==> config.mk <==
export PLATFORM = sky130hd
export DESIGN_NAME = router_tx_port_flat
export DESIGN_NICKNAME = d
export VERILOG_FILES = /design/src/rtl/router_tx_port_if.sv /design/src/rtl/router_tx_port.sv /design/src/flat_wrapper.sv
export SDC_FILE = /design/constraint.sdc
export NUM_CORES = 1
export LEC_CHECK = 0
export BUFFER_PORTS_ARGS = -buffer_cell sky130_fd_sc_hd__buf_2
export CAP_MARGIN = 25
export CORE_MARGIN = 2
export CORE_UTILIZATION = 45
export DETAILED_ROUTE_END_ITERATION = 12
export GPL_ROUTABILITY_DRIVEN = 1
export PLACE_DENSITY_LB_ADDON = 0.08
export SLEW_MARGIN = 20
export SYNTH_ARGS = -nofsm -noshare
export SYNTH_HDL_FRONTEND = slang
export SYNTH_SLANG_ARGS = --single-unit
==> constraint.sdc <==
create_clock -name clock -period 4.62 [get_ports clock]
set_input_delay 0.462 -clock clock [delete_from_list [all_inputs] [get_ports clock]]
set_output_delay 0.462 -clock clock [all_outputs]
set_load 0.01 [all_outputs]
==> src/rtl/router_tx_port_if.sv <==
// FIFO-side and link-side signal bundle for one router transmit port.
// master is the drain engine; slave is the FIFO/link environment around it.
interface router_tx_port_if #(
  parameter int WIDTH = 32
);
  logic             fifo_ready;
  logic [WIDTH-1:0] fifo_dout;
  logic             fifo_pop;
  logic             tx_valid;
  logic [WIDTH-1:0] tx_data;
  logic             tx_sop;
  logic             tx_eop;
  logic             tx_ack;

  modport master (
    input  fifo_ready, fifo_dout, tx_ack,
    output fifo_pop, tx_valid, tx_data, tx_sop, tx_eop
  );

  modport slave (
    output fifo_ready, fifo_dout, tx_ack,
    input  fifo_pop, tx_valid, tx_data, tx_sop, tx_eop
  );
endinterface

==> src/rtl/router_tx_port.sv <==
// Router output-port drain engine: pulls packets from a FWFT FIFO, parses the
// header length and streams words to the link through a one-entry output stage.
module router_tx_port #(
  parameter int WIDTH = 32
) (
  input  logic                  clock,
  input  logic                  reset_n,
  input  logic                  tx_en,
  router_tx_port_if.master      bus,
  output logic                  busy,
  output logic [15:0]           pkt_count
);

  typedef enum logic {IDLE = 1'b0, PAYLOAD = 1'b1} state_t;

  state_t           state_q, state_d;
  logic [7:0]       rem_q, rem_d;
  logic             vld_p1, vld_d;
  logic [WIDTH-1:0] data_p1, data_d;
  logic             sop_p1, sop_d;
  logic             eop_p1, eop_d;
  logic             busy_q, busy_d;
  logic [15:0]      cnt_q, cnt_d;
  logic             load, xfer;
  logic [7:0]       hdr_len;

  assign hdr_len = bus.fifo_dout[7:0];
  assign xfer    = vld_p1 && bus.tx_ack;
  // Gating on reset_n keeps the FIFO untouched while the port is held in reset.
  assign load    = bus.fifo_ready && (!vld_p1 || bus.tx_ack) &&
                   (state_q == PAYLOAD || tx_en) && reset_n;
  assign bus.fifo_pop = load;

  always_comb begin
    state_d = state_q;
    rem_d   = rem_q;
    vld_d   = vld_p1;
    data_d  = data_p1;
    sop_d   = sop_p1;
    eop_d   = eop_p1;
    busy_d  = busy_q;
    cnt_d   = cnt_q;

    if (xfer && eop_p1) begin
      busy_d = 1'b0;
      cnt_d  = cnt_q + 16'd1;
    end

    if (load) begin
      vld_d  = 1'b1;
      data_d = bus.fifo_dout;
      if (state_q == IDLE) begin
        sop_d   = 1'b1;
        eop_d   = (hdr_len == 8'd0);
        rem_d   = hdr_len;
        state_d = (hdr_len != 8'd0) ? PAYLOAD : IDLE;
        busy_d  = 1'b1;
      end else begin
        sop_d   = 1'b0;
        eop_d   = (rem_q == 8'd1);
        rem_d   = rem_q - 8'd1;
        state_d = (rem_q == 8'd1) ? IDLE : PAYLOAD;
      end
    end else if (xfer) begin
      vld_d = 1'b0;
      sop_d = 1'b0;
      eop_d = 1'b0;
    end
  end

  // Output stage p1: registered holding entry presented to the link
  always_ff @(posedge clock) begin
    if (!reset_n) begin
      state_q <= IDLE;
      rem_q   <= 8'd0;
      vld_p1  <= 1'b0;
      data_p1 <= '0;
      sop_p1  <= 1'b0;
      eop_p1  <= 1'b0;
      busy_q  <= 1'b0;
      cnt_q   <= 16'd0;
    end else begin
      state_q <= state_d;
      rem_q   <= rem_d;
      vld_p1  <= vld_d;
      data_p1 <= data_d;
      sop_p1  <= sop_d;
      eop_p1  <= eop_d;
      busy_q  <= busy_d;
      cnt_q   <= cnt_d;
    end
  end

  assign bus.tx_valid = vld_p1;
  assign bus.tx_data  = data_p1;
  assign bus.tx_sop   = sop_p1;
  assign bus.tx_eop   = eop_p1;
  assign busy         = busy_q;
  assign pkt_count    = cnt_q;

endmodule
==> src/flat_wrapper.sv <==
// flat-port wrapper written by rule: the top's interface ports become plain ports
module router_tx_port_flat 
#(
  parameter int WIDTH = 32
)
  (clock, reset_n, tx_en, busy, pkt_count, bus_fifo_ready, bus_fifo_dout, bus_tx_ack, bus_fifo_pop, bus_tx_valid, bus_tx_data, bus_tx_sop, bus_tx_eop);
  router_tx_port_if #(.WIDTH(WIDTH)) bus_i ();
  input  logic clock;
  input  logic reset_n;
  input  logic tx_en;
  output logic busy;
  output logic [15:0] pkt_count;
  input wire logic [$bits(bus_i.fifo_ready)-1:0] bus_fifo_ready;
  input wire logic [$bits(bus_i.fifo_dout)-1:0] bus_fifo_dout;
  input wire logic [$bits(bus_i.tx_ack)-1:0] bus_tx_ack;
  output wire logic [$bits(bus_i.fifo_pop)-1:0] bus_fifo_pop;
  output wire logic [$bits(bus_i.tx_valid)-1:0] bus_tx_valid;
  output wire logic [$bits(bus_i.tx_data)-1:0] bus_tx_data;
  output wire logic [$bits(bus_i.tx_sop)-1:0] bus_tx_sop;
  output wire logic [$bits(bus_i.tx_eop)-1:0] bus_tx_eop;
  assign bus_i.fifo_ready = bus_fifo_ready;
  assign bus_i.fifo_dout = bus_fifo_dout;
  assign bus_i.tx_ack = bus_tx_ack;
  assign bus_fifo_pop = bus_i.fifo_pop;
  assign bus_tx_valid = bus_i.tx_valid;
  assign bus_tx_data = bus_i.tx_data;
  assign bus_tx_sop = bus_i.tx_sop;
  assign bus_tx_eop = bus_i.tx_eop;
  router_tx_port #(.WIDTH(WIDTH)) u_core (.clock(clock), .reset_n(reset_n), .tx_en(tx_en), .bus(bus_i), .busy(busy), .pkt_count(pkt_count));
endmodule
# --- Word level (Yosys, flattened, before mapping) ---
# Index checks and enable logic that the tools add are counted.
word_totals:
  register_bits: 61
  input_bits: 37
  out_inout_bits: 53
  word_cells: 35
classes:
  n_addsub: 2
  eq_ne: 1
  mux: 13
  n_reduce_logical: 11
op_table:
  columns: ["op", "n"]
  rows:
  - ["$add 16x1->16 const B", 1]
  - ["$mux 1", 12]
  - ["$eq 8x1->1 const B", 1]
  - ["$logic_not 8->1", 1]
  - ["$mux 8", 1]
  - ["$reduce_bool 8->1", 1]
  - ["$sub 8x1->8 const B", 1]
  - ["$logic_and 1x1->1", 5]
  - ["$logic_or 1x1->1", 2]
  - ["$reduce_bool 2->1", 1]
  - ["$logic_not 1->1", 1]

# --- Longest topological paths before layout ---
depth:
  depth_word: 6
  mapped_depth: 6
  depth_no_buf: 6

# --- Worst setup path before layout ---
# OpenSTA, ideal clock, no wires.
synth_path:
  kind: "reg2reg"
  startpoint: "register u_core.cnt_q[0], in the netlist u_core.pkt_count[0]"
  endpoint: "register u_core.cnt_q[12], in the netlist u_core.pkt_count[12]"
  setup_time_ns: 0.070
  t_arrival_ns: 1.693
  required_time_ns: 4.550
  slack_ns: 2.857
  path_stages_with_launch: 6
  path_buffers: 0
  synth_period_minus_slack_ns: 1.763
  cell_sequence: "dfxtp_1 > ha_1 > inv_1 > or4_4 > or3_1 > a21boi_1"
synth_between:
  elab_chain_cells: 1
synth_rtl:
  columns: ["item", "line_no", "source"]
  rows:
  - ["start: declaration", "router_tx_port.sv:23", "logic [15:0] cnt_q, cnt_d;"]
  - ["start signal: assignment", "router_tx_port.sv:90", "cnt_q <= cnt_d;"]
  - ["$add 16x1->16", "router_tx_port.sv:46", "cnt_d = cnt_q + 16'd1;"]
# No other way between the ends.
# A chain may end at the register's enable or synchronous reset.

# --- Final worst setup path ---
layout_path:
  startpoint: "input reset_n"
  endpoint: "output bus_fifo_pop"
layout_between:
  elab_chain_cells: 1
layout_rtl:
  columns: ["item", "line_no", "source"]
  rows:
  - ["start: declaration", "flat_wrapper.sv:9", "input logic reset_n;"]
  - ["$logic_and 1x1->1", "router_tx_port.sv:31", "(state_q == PAYLOAD || tx_en) && reset_n;"]
  - ["end: declaration", "flat_wrapper.sv:16", "output wire logic [$bits(bus_i.fifo_pop)-1:0] bus_fifo_pop;"]
# No other way between the ends.

==> results.yml <==
outcome:
  status: "complete, no violations"
global_routing:
  met3_usage: 0.0527
  grt_pass1_wl_um: 9880
  grtUsageMet2: 0.310
  grt_pass1_vias: 2222
  grt_max_degree: 63
  gr-total-overflow: 0
  antenna_found_initial: 0
  busiest_layer: "met2"
  grt_use_total: 0.191
  use_met1: 0.233
synth:
  synth_adder_area_share: 0.0138
  synth_cell_types: 43
  synth_top_family_by_area: "simple AND/OR/NAND/NOR gates"
  synth_edf_count: 0
  synth_flop_cell: "dfxtp_1"
  synth_nets: 367
  yosys-mux-area-fraction: 0.0293
  synth_compound_area_frac: 0.181
  syn_area_per_cell_um2: 8.35
  synth-xor-area-share: 0.0257
  synth-simple-area-share: 0.259
  synthArstFlopShare: 0
  ys_seq_elements: 61
  ys_warn_count: 0
  synth_area_um2: 2730
  synth_cells: 327
  ys_seq_area_frac: 0.448
cts:
  h-tree-depth: 3
  post_cts_buffers: 0
  cts_inserted_buffers: 9
  cts_resized: 0
  clockBufferDepth: 2
  cts.sinks: 61
  root_buffer: "clkbuf_8"
  tritoncts: "done"
  clock_latency_ps: 330
  holdBufCountCts: 0
  path_clk_slew_ps: 60
timing:
  rsz0062_at_grt: "false"
  holdWs_ps: 376
  drv_slew: 0
  slew_headroom: 0.379
  hold_viol_final: 0
  setup_viol: 0
  skew_ps: 7.69
  period_share: 0.466
  finalSetupTns_ps: 0
  clock.fmax_mhz: 464
  worst_pin_slew_ps: 932
  timing.final.crit_period_ps: 2160
critical_path:
  r2r-end: "u_core.rem_q[4]"
  crit_fanout: 62
  path_class: "input port to output pin"
  r2r_cells: 4
  endpoint_kind: "output pin"
  crit_path_frequent_cell: "buf_2"
  r2r_start: "u_core.bus.tx_valid"
  path_delay_family: "buffers and inverters"
  start_kind: "input port"
  cp.arrival_ps: 1690
  worst_ep_required_time_ps: 4160
  cp_cell_sequence: "buf_2 > o2111ai_1 > inv_1 > buf_2"
  r2r_slack_ps: 2570
  path_buf_inv: 3
  cpMaxStageDelayCell: "buf_2"
  cpPeakStageDelay_ps: 700
route:
  drt_iter0_drc: 85
  wirelength_um: 6010
  wl_per_cell_um: 12.3
  via_per_inst: 5.08
  ant_nets: 0
  via_count: 2476
  drc: 0
  firstDrtPassIters: 4
flow_run:
  cap_violations: 0
final_layout:
  drive_gt1_frac: 0.260
  nets: 449
  diodes: 0
  area_growth_pct: 23.5
  final_cells: 487
placed_design:
  hpwl_um: 4040
  port_buffers: 89
  gp_congestion: 0.789
  dp_cells: 473
hold_path:
  hold_depth: 3
  hp-start: "bus_fifo_dout[25]"
  hp-class: "input port to flip-flop"
  holdPathEnd: "u_core.bus.tx_data[25]"
floorplan:
  die-area_um2: 6700
  die_w_um: 81.9
  coreArea_um2: 5890
  std_cell_rows: 28
  io_pins: 90
  die_h_um: 81.9
  initial_core_util: 0.464
power_and_ir_drop:
  cellPowerDensity_nw_per_um2: 331
  cellLeakagePower_nw: 1.51
  ir_drop_v: 0.000187
## cell families after synthesis
kind of cell,count (synthesis)
compound gates,71
xor+xnor,8
fa+ha+maj,3
buf+inv,31
flops,61
mux,8
simple gates,145
## Yosys cell counts (2+ instances only)
library cell	count	area share
nor3_1	4	0.0073
a41oi_1	3	0.0096
dfxtp_1	61	0.45
xor2_1	2	0.0064
o21a_1	2	0.0055
o21ai_0	9	0.017
clkbuf_1	15	0.021
o211ai_1	3	0.0083
o221ai_1	2	0.0064
mux2i_1	8	0.029
inv_1	11	0.015
nand3_1	11	0.020
a21boi_0	33	0.091
buf_2	2	0.0037
nor2b_1	3	0.0069
and2_1	9	0.021
nand4_1	4	0.0092
o22ai_1	2	0.0046
nor2_1	7	0.0096
and3_1	4	0.0092
or3_1	4	0.0092
xnor2_1	6	0.019
nand2b_1	5	0.011
ha_1	3	0.014
a21oi_1	10	0.018
nor4_1	5	0.011
buf_1	3	0.0041
a21boi_1	2	0.0055
nand2_1	80	0.11
## metal layers
layer	up-vias	share of wire
li1	1287	-
met1	1122	0.47
met2	58	0.46
met3	9	0.059
met4	0	0.015
met5	-	0
## cell type report
class	instances	area [µm²]
clock buffer	12	155
clock inverter	2	10.0
fill	575	2510
inverter	11	41.3
multi-input combinational	235	1390
sequential	61	1220
tap	75	93.8
timing repair buffer	91	460
## power breakdown
group | internal, mW | switching [mW] | total (mW)
combinational | 0.0627 | 0.0798 | 0.142
clock | 0.216 | 0.185 | 0.401
sequential | 0.551 | 0.0214 | 0.572
total | 0.830 | 0.286 | 1.12
## registers in the layout, summed over array words and instances (netlist names)
| name | count |
|---|---|
| u_core.pkt_count | 16 |
| u_core.bus.tx_eop | 1 |
| u_core.rem_q | 8 |
| u_core.state_q | 1 |
| u_core.bus.tx_valid | 1 |
| u_core.busy | 1 |
| u_core.bus.tx_data | 32 |
| u_core.bus.tx_sop | 1 |
## worst max path at each step
stage	from	endpoint	slack (ps)	depth (start not counted)
after global placement	bus_tx_ack	u_core.rem_q[4]	2080	5
after floorplan	u_core.pkt_count[0]	u_core.pkt_count[12]	2860	5
after detailed placement	bus_tx_ack	u_core.rem_q[1]	2310	5
after global routing	reset_n	bus_fifo_pop	2320	4
after CTS	reset_n	bus_fifo_pop	2460	4
final	reset_n	bus_fifo_pop	2460	4
## placed cells by master (no fill, tap or decap), types with 3 or more instances in the layout
cell,n
buf_2,89
nand2b_1,5
a41oi_1,3
nor2b_1,3
nor3_1,4
mux2i_1,8
nor2_1,7
nand3_1,11
and2_1,9
nor4_1,5
inv_1,11
nand2_1,80
a21boi_0,33
xnor2_1,6
o211ai_1,3
ha_1,3
a21oi_1,10
dfxtp_1,61
and3_1,4
or3_1,4
o21ai_0,9
nand4_1,4
clkbuf_8,11
## tightest hold or removal path, stage by stage
cell and delay, ps:
buf_2 90, nand2_1 40, a21boi_0 60
## metrics by stage
stage	setup slack (ps)	instance area, µm²	utilization	total power [mW]
floorplan	2860	2730	-	0.672
global placement	2080	3210	0.545	0.726
detailed placement	2310	3210	0.545	0.728
CTS	2460	3370	0.573	1.13
global route	2320	3370	0.573	1.18
finish	2460	3370	0.573	1.12
Note: power is estimated with default switching activity, not from simulation.
